### src/rtl/progmem_loader.sv
// Streams bytes into 32-bit little-endian words and writes them to program memory.
// Define PROGMEM_LOADER_VERIFY_EN to add a read-back compare after every write.
module progmem_loader #(
  parameter int ADDR_W = 14
) (
  input  logic              clk,
  input  logic              rst_n,
  input  logic              start,
  input  logic              abort,
  input  logic [ADDR_W-1:0] base_addr,
  input  logic [ADDR_W:0]   word_count,
  input  logic [7:0]        s_data,
  input  logic              s_valid,
  output logic              s_ready,
  output logic [ADDR_W-1:0] m_address,
  output logic              m_write,
  output logic [31:0]       m_writedata,
  output logic [3:0]        m_byteenable,
  output logic              m_read,
  input  logic [31:0]       m_readdata,
  input  logic              m_waitrequest,
  output logic              busy,
  output logic              done,
  output logic              error
);

`ifdef PROGMEM_LOADER_VERIFY_EN
  typedef enum logic [2:0] {S_IDLE, S_COLLECT, S_WRITE, S_RDBACK, S_FINISH} state_t;
`else
  typedef enum logic [2:0] {S_IDLE, S_COLLECT, S_WRITE, S_FINISH} state_t;
`endif

  state_t            r_state, w_next;
  logic [ADDR_W-1:0] r_addr;
  logic [ADDR_W:0]   r_remain;
  logic [31:0]       r_wdata;
  logic [1:0]        r_lane;
  logic              r_abort;
  logic              r_done;
  logic              w_start, w_byte, w_advance, w_set_done, w_abort, w_last;
`ifdef PROGMEM_LOADER_VERIFY_EN
  logic              r_error;
  logic              w_set_err;
`else
  logic              w_unused;
  assign w_unused = ^m_readdata;
`endif

  // An abort raised during a bus transaction counts from the cycle it was seen.
  assign w_abort = abort | r_abort;
  assign w_last  = (r_remain == (ADDR_W+1)'(1));

  always_ff @(posedge clk or negedge rst_n) begin
    if (!rst_n) r_state <= S_IDLE;
    else        r_state <= w_next;
  end

  always_comb begin
    w_next     = r_state;
    w_start    = 1'b0;
    w_byte     = 1'b0;
    w_advance  = 1'b0;
    w_set_done = 1'b0;
`ifdef PROGMEM_LOADER_VERIFY_EN
    w_set_err  = 1'b0;
`endif
    case (r_state)
      S_IDLE: begin
        if (start) begin
          w_start = 1'b1;
          w_next  = (word_count == '0) ? S_FINISH : S_COLLECT;
        end
      end
      S_COLLECT: begin
        if (abort) w_next = S_IDLE;
        else if (s_valid) begin
          w_byte = 1'b1;
          if (r_lane == 2'd3) w_next = S_WRITE;
        end
      end
      S_WRITE: begin
        if (!m_waitrequest) begin
          if (w_abort) w_next = S_IDLE;
          else begin
`ifdef PROGMEM_LOADER_VERIFY_EN
            w_next = S_RDBACK;
`else
            w_advance = 1'b1;
            w_next    = w_last ? S_FINISH : S_COLLECT;
`endif
          end
        end
      end
`ifdef PROGMEM_LOADER_VERIFY_EN
      S_RDBACK: begin
        if (!m_waitrequest) begin
          if (m_readdata != r_wdata) begin
            w_set_err = 1'b1;
            w_next    = w_abort ? S_IDLE : S_FINISH;
          end else begin
            w_advance = 1'b1;
            w_next    = w_abort ? S_IDLE : (w_last ? S_FINISH : S_COLLECT);
          end
        end
      end
`endif
      S_FINISH: begin
        w_next     = S_IDLE;
        w_set_done = ~abort;
      end
      default: w_next = S_IDLE;
    endcase
  end

  always_ff @(posedge clk or negedge rst_n) begin
    if (!rst_n) begin
      r_addr   <= '0;
      r_remain <= '0;
      r_wdata  <= '0;
      r_lane   <= '0;
      r_abort  <= 1'b0;
      r_done   <= 1'b0;
`ifdef PROGMEM_LOADER_VERIFY_EN
      r_error  <= 1'b0;
`endif
    end else begin
      if (w_start) begin
        r_addr   <= base_addr;
        r_remain <= word_count;
        r_done   <= 1'b0;
`ifdef PROGMEM_LOADER_VERIFY_EN
        r_error  <= 1'b0;
`endif
      end
      if (w_byte) begin
        r_wdata[{r_lane, 3'b000} +: 8] <= s_data;
        r_lane <= r_lane + 2'd1;
      end
      if (w_advance) begin
        r_addr   <= r_addr + 1'b1;
        r_remain <= r_remain - 1'b1;
      end
      if (w_set_done) r_done <= 1'b1;
`ifdef PROGMEM_LOADER_VERIFY_EN
      if (w_set_err) r_error <= 1'b1;
`endif
      // Returning to IDLE drops any partial word and any pending abort.
      if (w_next == S_IDLE) begin
        r_abort <= 1'b0;
        r_lane  <= '0;
      end else if (abort && (m_write || m_read)) begin
        r_abort <= 1'b1;
      end
    end
  end

  assign s_ready      = (r_state == S_COLLECT);
  assign m_write      = (r_state == S_WRITE);
  assign m_byteenable = m_write ? 4'hF : 4'h0;
  assign m_address    = r_addr;
  assign m_writedata  = r_wdata;
  assign busy         = (r_state != S_IDLE);
  assign done         = r_done;
`ifdef PROGMEM_LOADER_VERIFY_EN
  assign m_read       = (r_state == S_RDBACK);
  assign error        = r_error;
`else
  assign m_read       = 1'b0;
  assign error        = 1'b0;
`endif

endmodule

### config.mk
export PLATFORM = sky130hd
export DESIGN_NAME = progmem_loader
export DESIGN_NICKNAME = d
export VERILOG_FILES = /design/src/rtl/progmem_loader.sv
export SDC_FILE = /design/constraint.sdc
export NUM_CORES = 1
export LEC_CHECK = 0
export ABC_AREA = 0
export CORE_MARGIN = 2
export CORE_UTILIZATION = 45
export DETAILED_ROUTE_END_ITERATION = 8
export PLACE_DENSITY = 0.81
export SLEW_MARGIN = 30
export SYNTH_ARGS = -nofsm -noshare
export SYNTH_HDL_FRONTEND = slang
export SYNTH_SLANG_ARGS = --single-unit
### constraint.sdc
create_clock -name clk -period 6.4 [get_ports clk]
set_input_delay 1.28 -clock clk [delete_from_list [all_inputs] [get_ports clk]]
set_output_delay 1.28 -clock clk [all_outputs]
set_load 0.05 [all_outputs]
==> results by group, run 1 <==
Synth
  • Cells after synthesis: approximately 390
  • Count of cell types in the netlist: 54
  • Post-synth EDFFs: 0
  • Top FF cell, synth: dfrtp_1
  • Ys Warns: 0
  • Mapped Area: 0.003473 mm²
  • FF+latch count, synth: 68
  • Avg Inst Size Synth: 8.929 µm²
  • Async SR Flop Fraction: 1.000
  • Register area share after synthesis: 0.4899

Detailed routing
  • DRT antenna net count: 0
  • Total number of vias: 3265
  • Avg WL per Cell: around 15 µm
  • Total iterations of the first detailed-routing run: 5
  • Post-DR vias/cell: about 5.6
  • WL final: approximately 9.0 mm
  • Initial DRC Count: between 200 and 250
  • DRC: 0

Pwr
  • Pleak: roughly 1.9 nW
  • Max IR drop VDD: around 0.18 mV
  • PnR Total Power: around 1.2 mW
  • Power per standard cell area: 260.1 mW/mm²

Clocking
  • Worst-Skew Late Latency: approximately 0.34 ns
  • Post-CTS setup buffers: 0
  • Hold_buf cts: 0
  • CTS clk-pin slew, worst paths: around 0.070 ns
  • PostCTS Resize Cnt: 0
  • Clk sinks: between 60 and 70
  • CTS tree: yes
  • CTS Buf Count: 9
  • Root Driver: clkbuf_8
  • CTS Buffer Depth: 2
  • H-tree levels: 3

Setup path
  • Worst path bufs/invs: 1
  • Slowest cell delay on critical path: 0.95 ns
  • Worst Path Required: roughly 5 ns
  • Slowest CP cell: clkdlybuf4s50_1
  • Delay-heaviest family, CP: buffers and inverters
  • Critical Path AT: around 2.6 ns
  • Startpoint Class: flip-flop
  • Worst Setup End Kind: output port
  • Crit Path Class: reg -> out
  • Largest fanout on the critical path: 9
  • Crit-path cells: nor3b_1, clkdlybuf4s50_1

Status
  • Outcome: complete, no violations

Layout
  • Post-Layout Cell Count: approximately 580
  • Fin util: 0.6186
  • Commonest non-fill, non-tap cell in the layout: nand2_1
  • Nets: approximately 560
  • Synth-to-layout area growth: 35.48%
  • Share of cells above drive strength 1: 0.05809
  • Most frequent cells in the layout: 97 x nand2_1, 95 x clkdlybuf4s50_1, 68 x dfrtp_1
  • # fillers: 657
  • Number of diodes: 0

Placement
  • Placed insts: between 500 and 600
  • Pre-CTS WS: around 2.6 ns
  • Hpwl dp: 6.477 mm
  • Port Buffers: 96
  • Routability cong.: just over 0.8

Worst hold path
  • Hold Crit Class: reg -> reg

Die
  • Row count: 32
  • Initial Utilization: 0.4566
  • Die Area: approximately 0.0084 mm²
  • IO Pins: approximately 130
  • Chip height: 91.86 µm
  • Core area: approximately 0.0076 mm²
  • Die W: ~92 µm

STA
  • Final Hold Vio Count: 0
  • Layout Skew: roughly 0.0063 ns
  • # setup viols final: 0
  • Tmin final: just under 4 ns
  • TNS Setup: 0 ns
  • Actual slew at the worst max-slew pin: 0.9280 ns
  • Rel. slew slack: 0.3800
  • Fin worst setup slack: roughly 2.5 ns
  • RSZ-0062 raised after global routing: false
  • FMAX: 257.1 MHz
  • Fin crit share: 0.6077
  • Max Slew Vio Count: 0

Flow run
  • Max cap viols: 0

Global routing
  • Initial antenna violation count: 0
  • Pin count of the biggest net entering global routing: 69
  • GRT Resource Usage Total: 0.2222
  • Vias in the first global route: approximately 3200
  • First-pass GRT wire length: approximately 15 mm
  • Total global routing overflow: 0
==> power by group <==
part | internal [mW] | leakage, nW | switching [mW] | total [mW]
clock | 0.230 | 0.107 | 0.162 | 0.392
sequential | 0.475 | 0.879 | 0.0487 | 0.524
combinational | 0.115 | 0.897 | 0.193 | 0.309
total | 0.820 | 1.88 | 0.404 | 1.22
==> worst min-delay path, stage by stage (launching register included) <==
cell     delay [ns]
dfrtp_1        0.34
nand2_1        0.04
o21ai_0        0.06
==> metrics by stage <==
stage          area (µm²)  hold slack, ns
3_3_place_gp         4479          0.4618
5_1_grt              4706          0.5157
4_1_cts              4697          0.4870
2_1_floorplan        3481          0.4646
6_report             4706          0.4802
3_5_place_dp         4479          0.4708
==> metal layers <==
layer / track usage / wire length, µm
met1: 0.2888 / 3848
met2: 0.3536 / 4312
met3: 0.04108 / 554
met4: 0.1194 / 318
met5: 0 / 0
==> cells in the mapped netlist, types with 3 or more instances <==
cell type | count | share of area
ha_1 | 9 | 0.032
o311ai_0 | 4 | 0.010
nor4_1 | 7 | 0.013
a21oi_1 | 7 | 0.010
a31oi_1 | 3 | 0.0054
nand3_1 | 18 | 0.026
clkbuf_1 | 14 | 0.015
or2_2 | 4 | 0.0072
inv_1 | 6 | 0.0065
o211ai_1 | 8 | 0.017
nor3b_1 | 6 | 0.013
nand4_1 | 5 | 0.0090
o21ai_0 | 40 | 0.058
a211oi_1 | 4 | 0.0086
dfrtp_1 | 68 | 0.49
nor3_1 | 7 | 0.010
o22ai_1 | 3 | 0.0054
or4_1 | 5 | 0.011
or3_1 | 4 | 0.0072
nand2_1 | 97 | 0.10
a221o_1 | 4 | 0.012
buf_4 | 7 | 0.015
nor2_1 | 21 | 0.023
o31ai_1 | 3 | 0.0065
==> final cells by class <==
| type | count | area (µm²) | share of cell area |
|---|---|---|---|
| clock buffers | 12 | 145.1 | 0.03084 |
| clock inverters | 4 | 72.57 | 0.01542 |
| inverters | 6 | 22.52 | 0.004786 |
| multi-input cells | 294 | 1665 | 0.3539 |
| flip-flops and latches | 68 | 1702 | 0.3616 |
| well taps | 102 | 127.6 | 0.02712 |
| repair buffers | 98 | 970.9 | 0.2063 |
==> sequential cells by signal, summed over array words and instances, names as in the netlist <==
name and flops:
r_abort 1, m_address 14, r_state 3, done 1, r_lane 2, m_writedata 32
r_remain 15
==> kinds of logic (layout without fill, tap and decap cells) <==
group / after synthesis / in the layout / synth area share
AO/OA/AOI/OAI: 93 / 93 / 0.1740
AND/OR/NAND/NOR: 188 / 188 / 0.2604
buffers and inverters: 29 / 120 / 0.03962
flip-flops: 68 / 68 / 0.4899
other: 1 / 3 / 0.001080
XOR/XNOR: 1 / 1 / 0.002522
adder cells (fa/ha/maj): 9 / 9 / 0.03242
==> worst paths after layout <==
path                           startpoint         endpoint  slack (ns)  cells after the start
min in group asynchronous           rst_n  m_writedata[22]        1.10                      2
min reg2reg                m_writedata[6]   m_writedata[6]        0.48                      2
max reg2reg                    r_state[1]     m_address[5]        3.85                      4
max                            r_state[1]  m_byteenable[2]        2.51                      2
min                        m_writedata[6]   m_writedata[6]        0.48                      2
max in group asynchronous           rst_n     m_address[6]        4.72                      2
No activity file was read; power rests on OpenSTA's default activity.
==> run 2: changes to the inputs <==
--- a/config.mk
+++ b/config.mk
@@ -7,9 +7,9 @@
 export LEC_CHECK = 0
 export ABC_AREA = 0
 export CORE_MARGIN = 2
-export CORE_UTILIZATION = 45
+export CORE_UTILIZATION = 44
 export DETAILED_ROUTE_END_ITERATION = 8
-export PLACE_DENSITY = 0.81
+export PLACE_DENSITY = 0.8
 export SLEW_MARGIN = 30
 export SYNTH_ARGS = -nofsm -noshare
 export SYNTH_HDL_FRONTEND = slang
==> constraint.sdc (replaced) <==
create_clock -name clk -period 3.9 [get_ports clk]
set_input_delay 0.78 -clock clk [delete_from_list [all_inputs] [get_ports clk]]
set_output_delay 0.78 -clock clk [all_outputs]
set_load 0.05 [all_outputs]
==> results by group, run 2 (synthesized netlist as in run 1, its figures left out) <==
Layout
  • Commonest non-fill, non-tap cell in the layout: nand2_1
  • Synth-to-layout area growth: 36.42%
  • Fin util: 0.6164
  • Largest register FFs: 32
  • Most frequent cells in the layout: 97 x nand2_1, 95 x clkdlybuf4s50_1, 68 x dfrtp_1
  • Nets: between 500 and 600
  • # fillers: 662
  • Share of cells above drive strength 1: 0.07613
  • Number of diodes: 0

Clocking
  • H-tree levels: 3
  • CTS clk-pin slew, worst paths: roughly 0.080 ns
  • PostCTS Resize Cnt: 0
  • CTS Buffer Depth: 2
  • Clk sinks: 68
  • Hold_buf cts: 0
  • CTS tree: yes
  • CTS Buf Count: 9
  • Worst-Skew Late Latency: approximately 0.36 ns
  • Root Driver: clkbuf_8
  • Post-CTS setup buffers: 0

STA
  • Hold slack final: 0.4527 ns
  • Final Hold Vio Count: 0
  • FMAX: 325.4 MHz
  • Max Slew Vio Count: 0
  • RSZ-0062 raised after global routing: false
  • TNS Setup: 0 ns
  • Fin crit share: 0.7879
  • Tmin final: roughly 3.1 ns
  • Actual slew at the worst max-slew pin: around 0.91 ns
  • Rel. slew slack: 0.3913
  • Layout Skew: between 0.008 and 0.009 ns
  • # setup viols final: 0

Detailed routing
  • Initial DRC Count: between 150 and 200
  • WL final: a little over 9 mm
  • DRT antenna net count: 0
  • DRC: 0
  • Total iterations of the first detailed-routing run: 4
  • Avg WL per Cell: between 15 and 20 µm
  • Total number of vias: 3279
  • Post-DR vias/cell: roughly 5.6

Setup path
  • Crit Path Class: reg -> out
  • Largest fanout on the critical path: 9
  • Startpoint Class: flip-flop
  • Worst Setup End Kind: output port
  • Worst Path Required: ~3.1 ns
  • Critical Path AT: between 2 and 2.5 ns

Global routing
  • Vias in the first global route: 3198
  • Pin count of the biggest net entering global routing: 53
  • First-pass GRT wire length: 15.17 mm
  • Initial antenna violation count: 0
  • Total global routing overflow: 0
  • GRT Resource Usage Total: 0.2217

Placement
  • Routability cong.: around 0.84
  • Hpwl dp: between 6 and 7 mm
  • Port Buffers: 96

Pwr
  • Pleak: between 1.5 and 2 nW
  • Max IR drop VDD: ~0.23 mV
  • Power per standard cell area: roughly 420 mW/mm²

Die
  • IO Pins: about 130
  • Core area: approximately 0.0077 mm²
  • Initial Utilization: 0.4518
  • Die W: around 93 µm
  • Die Area: about 0.0086 mm²
  • Row count: 32
  • Chip height: around 93 µm

Flow run
  • Max cap viols: 0

Status
  • Outcome: complete, no violations

Worst hold path
  • Hold Crit Class: in -> async
[run 2: power by group]
part           switching, mW  internal (mW)
registers             0.0788          0.779
clock network          0.282          0.331
logic                  0.316          0.190
[run 2: cell type report]
class / instances / area, µm² / share of cell area
timing repair buffer: 102 / 1003 / 0.2118
tap: 102 / 127.6 / 0.02693
multi-input combinational: 294 / 1672 / 0.3528
clock buffer: 11 / 151.4 / 0.03195
clock inverter: 5 / 60.06 / 0.01267
inverter: 6 / 22.52 / 0.004753
sequential: 68 / 1702 / 0.3591
[run 2: path summary, 6_finish.rpt]
check	start	end	slack [ns]	cells past startpoint
min	rst_n	m_writedata[11]	0.45	1
min reg2reg	m_writedata[6]	m_writedata[6]	0.48	2
max	r_state[1]	m_byteenable[2]	0.83	2
min in group clk	m_writedata[6]	m_writedata[6]	0.48	2
max reg2reg	r_state[0]	r_remain[3]	1.50	4
max in group asynchronous	rst_n	r_remain[9]	2.83	2
[run 2: metal layers]
metal / wire, µm / global-route usage
met4: 248 / 0.1127
met1: 3864 / 0.2817
met5: 0 / 0
met3: 599 / 0.03824
met2: 4430 / 0.3635
[run 2: through the flow]
stage	setup slack, ns	cell area, µm²	instances	total power, mW
2_1_floorplan	0.6175	3481	391	1.166
3_3_place_gp	0.8724	4509	572	1.362
3_5_place_dp	0.7985	4512	572	1.376
4_1_cts	0.4828	4723	588	1.986
5_1_grt	0.7103	4738	588	2.065
6_report	0.8270	4738	588	1.977
[run 2: critical path, stage by stage (launching register included)]
cell	delay (ns)
dfrtp_1	0.53
nor3b_2	0.50
clkdlybuf4s50_1	0.90
==> run 3: changes to the inputs <==
--- a/config.mk
+++ b/config.mk
@@ -7,9 +7,9 @@
 export LEC_CHECK = 0
 export ABC_AREA = 0
 export CORE_MARGIN = 2
-export CORE_UTILIZATION = 44
+export CORE_UTILIZATION = 40
 export DETAILED_ROUTE_END_ITERATION = 8
-export PLACE_DENSITY = 0.8
+export PLACE_DENSITY = 0.77
 export SLEW_MARGIN = 30
 export SYNTH_ARGS = -nofsm -noshare
 export SYNTH_HDL_FRONTEND = slang
==> constraint.sdc (replaced) <==
create_clock -name clk -period 2.8 [get_ports clk]
set_input_delay 0.56 -clock clk [delete_from_list [all_inputs] [get_ports clk]]
set_output_delay 0.56 -clock clk [all_outputs]
set_load 0.05 [all_outputs]
==> results by group, run 3 (synthesized netlist as in run 1, its figures left out) <==
Status
  • Outcome: complete, no violations

Die
  • Core area: about 0.0083 mm²
  • Initial Utilization: 0.4185
  • IO Pins: 131
  • Die W: approximately 97 µm
  • Row count: 33
  • Die Area: between 0.009 and 0.01 mm²
  • Chip height: just under 100 µm

STA
  • Hold slack final: approximately 0.29 ns
  • Layout Skew: 0.008853 ns
  • FMAX: approximately 400 MHz
  • Actual slew at the worst max-slew pin: about 0.73 ns
  • RSZ-0062 raised after global routing: false
  • TNS Setup: 0 ns
  • Max Slew Vio Count: 0
  • # setup viols final: 0
  • Final Hold Vio Count: 0
  • Tmin final: 2.502 ns
  • Fin crit share: 0.8935
  • Rel. slew slack: 0.5111

Placement
  • Hpwl dp: between 6 and 7 mm
  • Port Buffers: 96
  • Placed Instance Area: about 0.0046 mm²
  • Routability cong.: just under 0.9

Detailed routing
  • DRC: 0
  • Total number of vias: roughly 3300
  • Total iterations of the first detailed-routing run: 4
  • DRT antenna net count: 0
  • Avg WL per Cell: around 15 µm
  • WL final: a little over 9 mm
  • Initial DRC Count: about 170
  • Post-DR vias/cell: 5.426

Clocking
  • CTS Buf Count: 9
  • Root Driver: clkbuf_8
  • Clk sinks: 68
  • H-tree levels: 3
  • PostCTS Resize Cnt: 2
  • Worst-Skew Late Latency: about 0.33 ns
  • CTS tree: yes
  • CTS Buffer Depth: 2
  • CTS clk-pin slew, worst paths: approximately 0.07 ns
  • Hold_buf cts: 0
  • Post-CTS setup buffers: 0

Layout
  • # fillers: around 700
  • Number of diodes: 0
  • Share of cells above drive strength 1: 0.08669
  • Commonest non-fill, non-tap cell in the layout: nand2_1
  • Final instance area: 0.004817 mm²
  • Synth-to-layout area growth: 38.69%
  • Largest register FFs: 32
  • Nets: between 500 and 600
  • Most frequent cells in the layout: 97 x nand2_1, 90 x clkdlybuf4s50_1, 68 x dfrtp_1

Setup path
  • Largest fanout on the critical path: 8
  • Worst Setup End Kind: output port
  • Critical Path AT: slightly below 2 ns
  • Startpoint Class: flip-flop
  • Crit-path cells: buf_4, nor2_1, and2_1, clkdlybuf4s50_1
  • Slowest CP cell: clkdlybuf4s50_1
  • Slowest cell delay on critical path: 0.79 ns
  • Delay-heaviest family, CP: buffers and inverters
  • Crit Path Class: reg -> out
  • Worst path bufs/invs: 2
  • Worst Path Required: 2.24 ns

Pwr
  • Max IR drop VDD: around 0.29 mV
  • Power per standard cell area: approximately 560 mW/mm²
  • Pleak: 2.022 nW

Worst hold path
  • Hold Crit Class: in -> async

Global routing
  • First-pass GRT wire length: about 15 mm
  • Total global routing overflow: 0
  • Initial antenna violation count: 0
  • Pin count of the biggest net entering global routing: 38
  • Vias in the first global route: 3160
  • GRT Resource Usage Total: 0.1950

Flow run
  • Max cap viols: 0
run 3: worst paths after layout:
check                                  to  cells past startpoint  slack, ns           start
max                               s_ready                      4       0.30      r_state[1]
min                        m_writedata[6]                      1       0.29           rst_n
max reg2reg                  r_remain[12]                      6       0.48     r_remain[0]
min reg2reg                m_writedata[6]                      2       0.48  m_writedata[6]
max in group asynchronous   m_address[13]                      2       1.86           rst_n
min in group clk           m_writedata[6]                      2       0.48  m_writedata[6]
run 3: metrics by stage:
stage	power (mW)	setup slack (ns)	util	std cells
final	2.711	0.2981	0.5804	601
after CTS	2.723	0.004728	0.5795	601
after floorplan	1.624	0.4901	-	391
after global routing	2.835	0.2042	0.5804	601
after detailed placement	1.930	0.01586	0.5565	585
after global placement	1.909	0.09763	0.5565	585
run 3: cell type report:
cell class              count  area, µm²  area share
flip-flops and latches     68       1702      0.3532
multi-input cells         294       1662      0.3449
repair buffers            112       1106      0.2296
clock buffers              12      145.1     0.03013
well taps                 105      131.4     0.02727
clock inverters             4      48.80     0.01013
inverters                   6      22.52    0.004675
run 3: metal layers:
| layer | GRT usage | routed length, µm | vias to the layer above |
|---|---|---|---|
| met5 | 0 | 0 | - |
| met4 | 0.05417 | 82 | 0 |
| met3 | 0.03813 | 501 | 6 |
| met2 | 0.3360 | 4593 | 108 |
| met1 | 0.2506 | 3976 | 1535 |
| li1 | - | - | 1612 |
run 3: report_power, final:
part	switching [mW]	internal, mW
Clock	0.365	0.436
Combinational	0.443	0.272
Sequential	0.110	1.09
Total	0.918	1.79
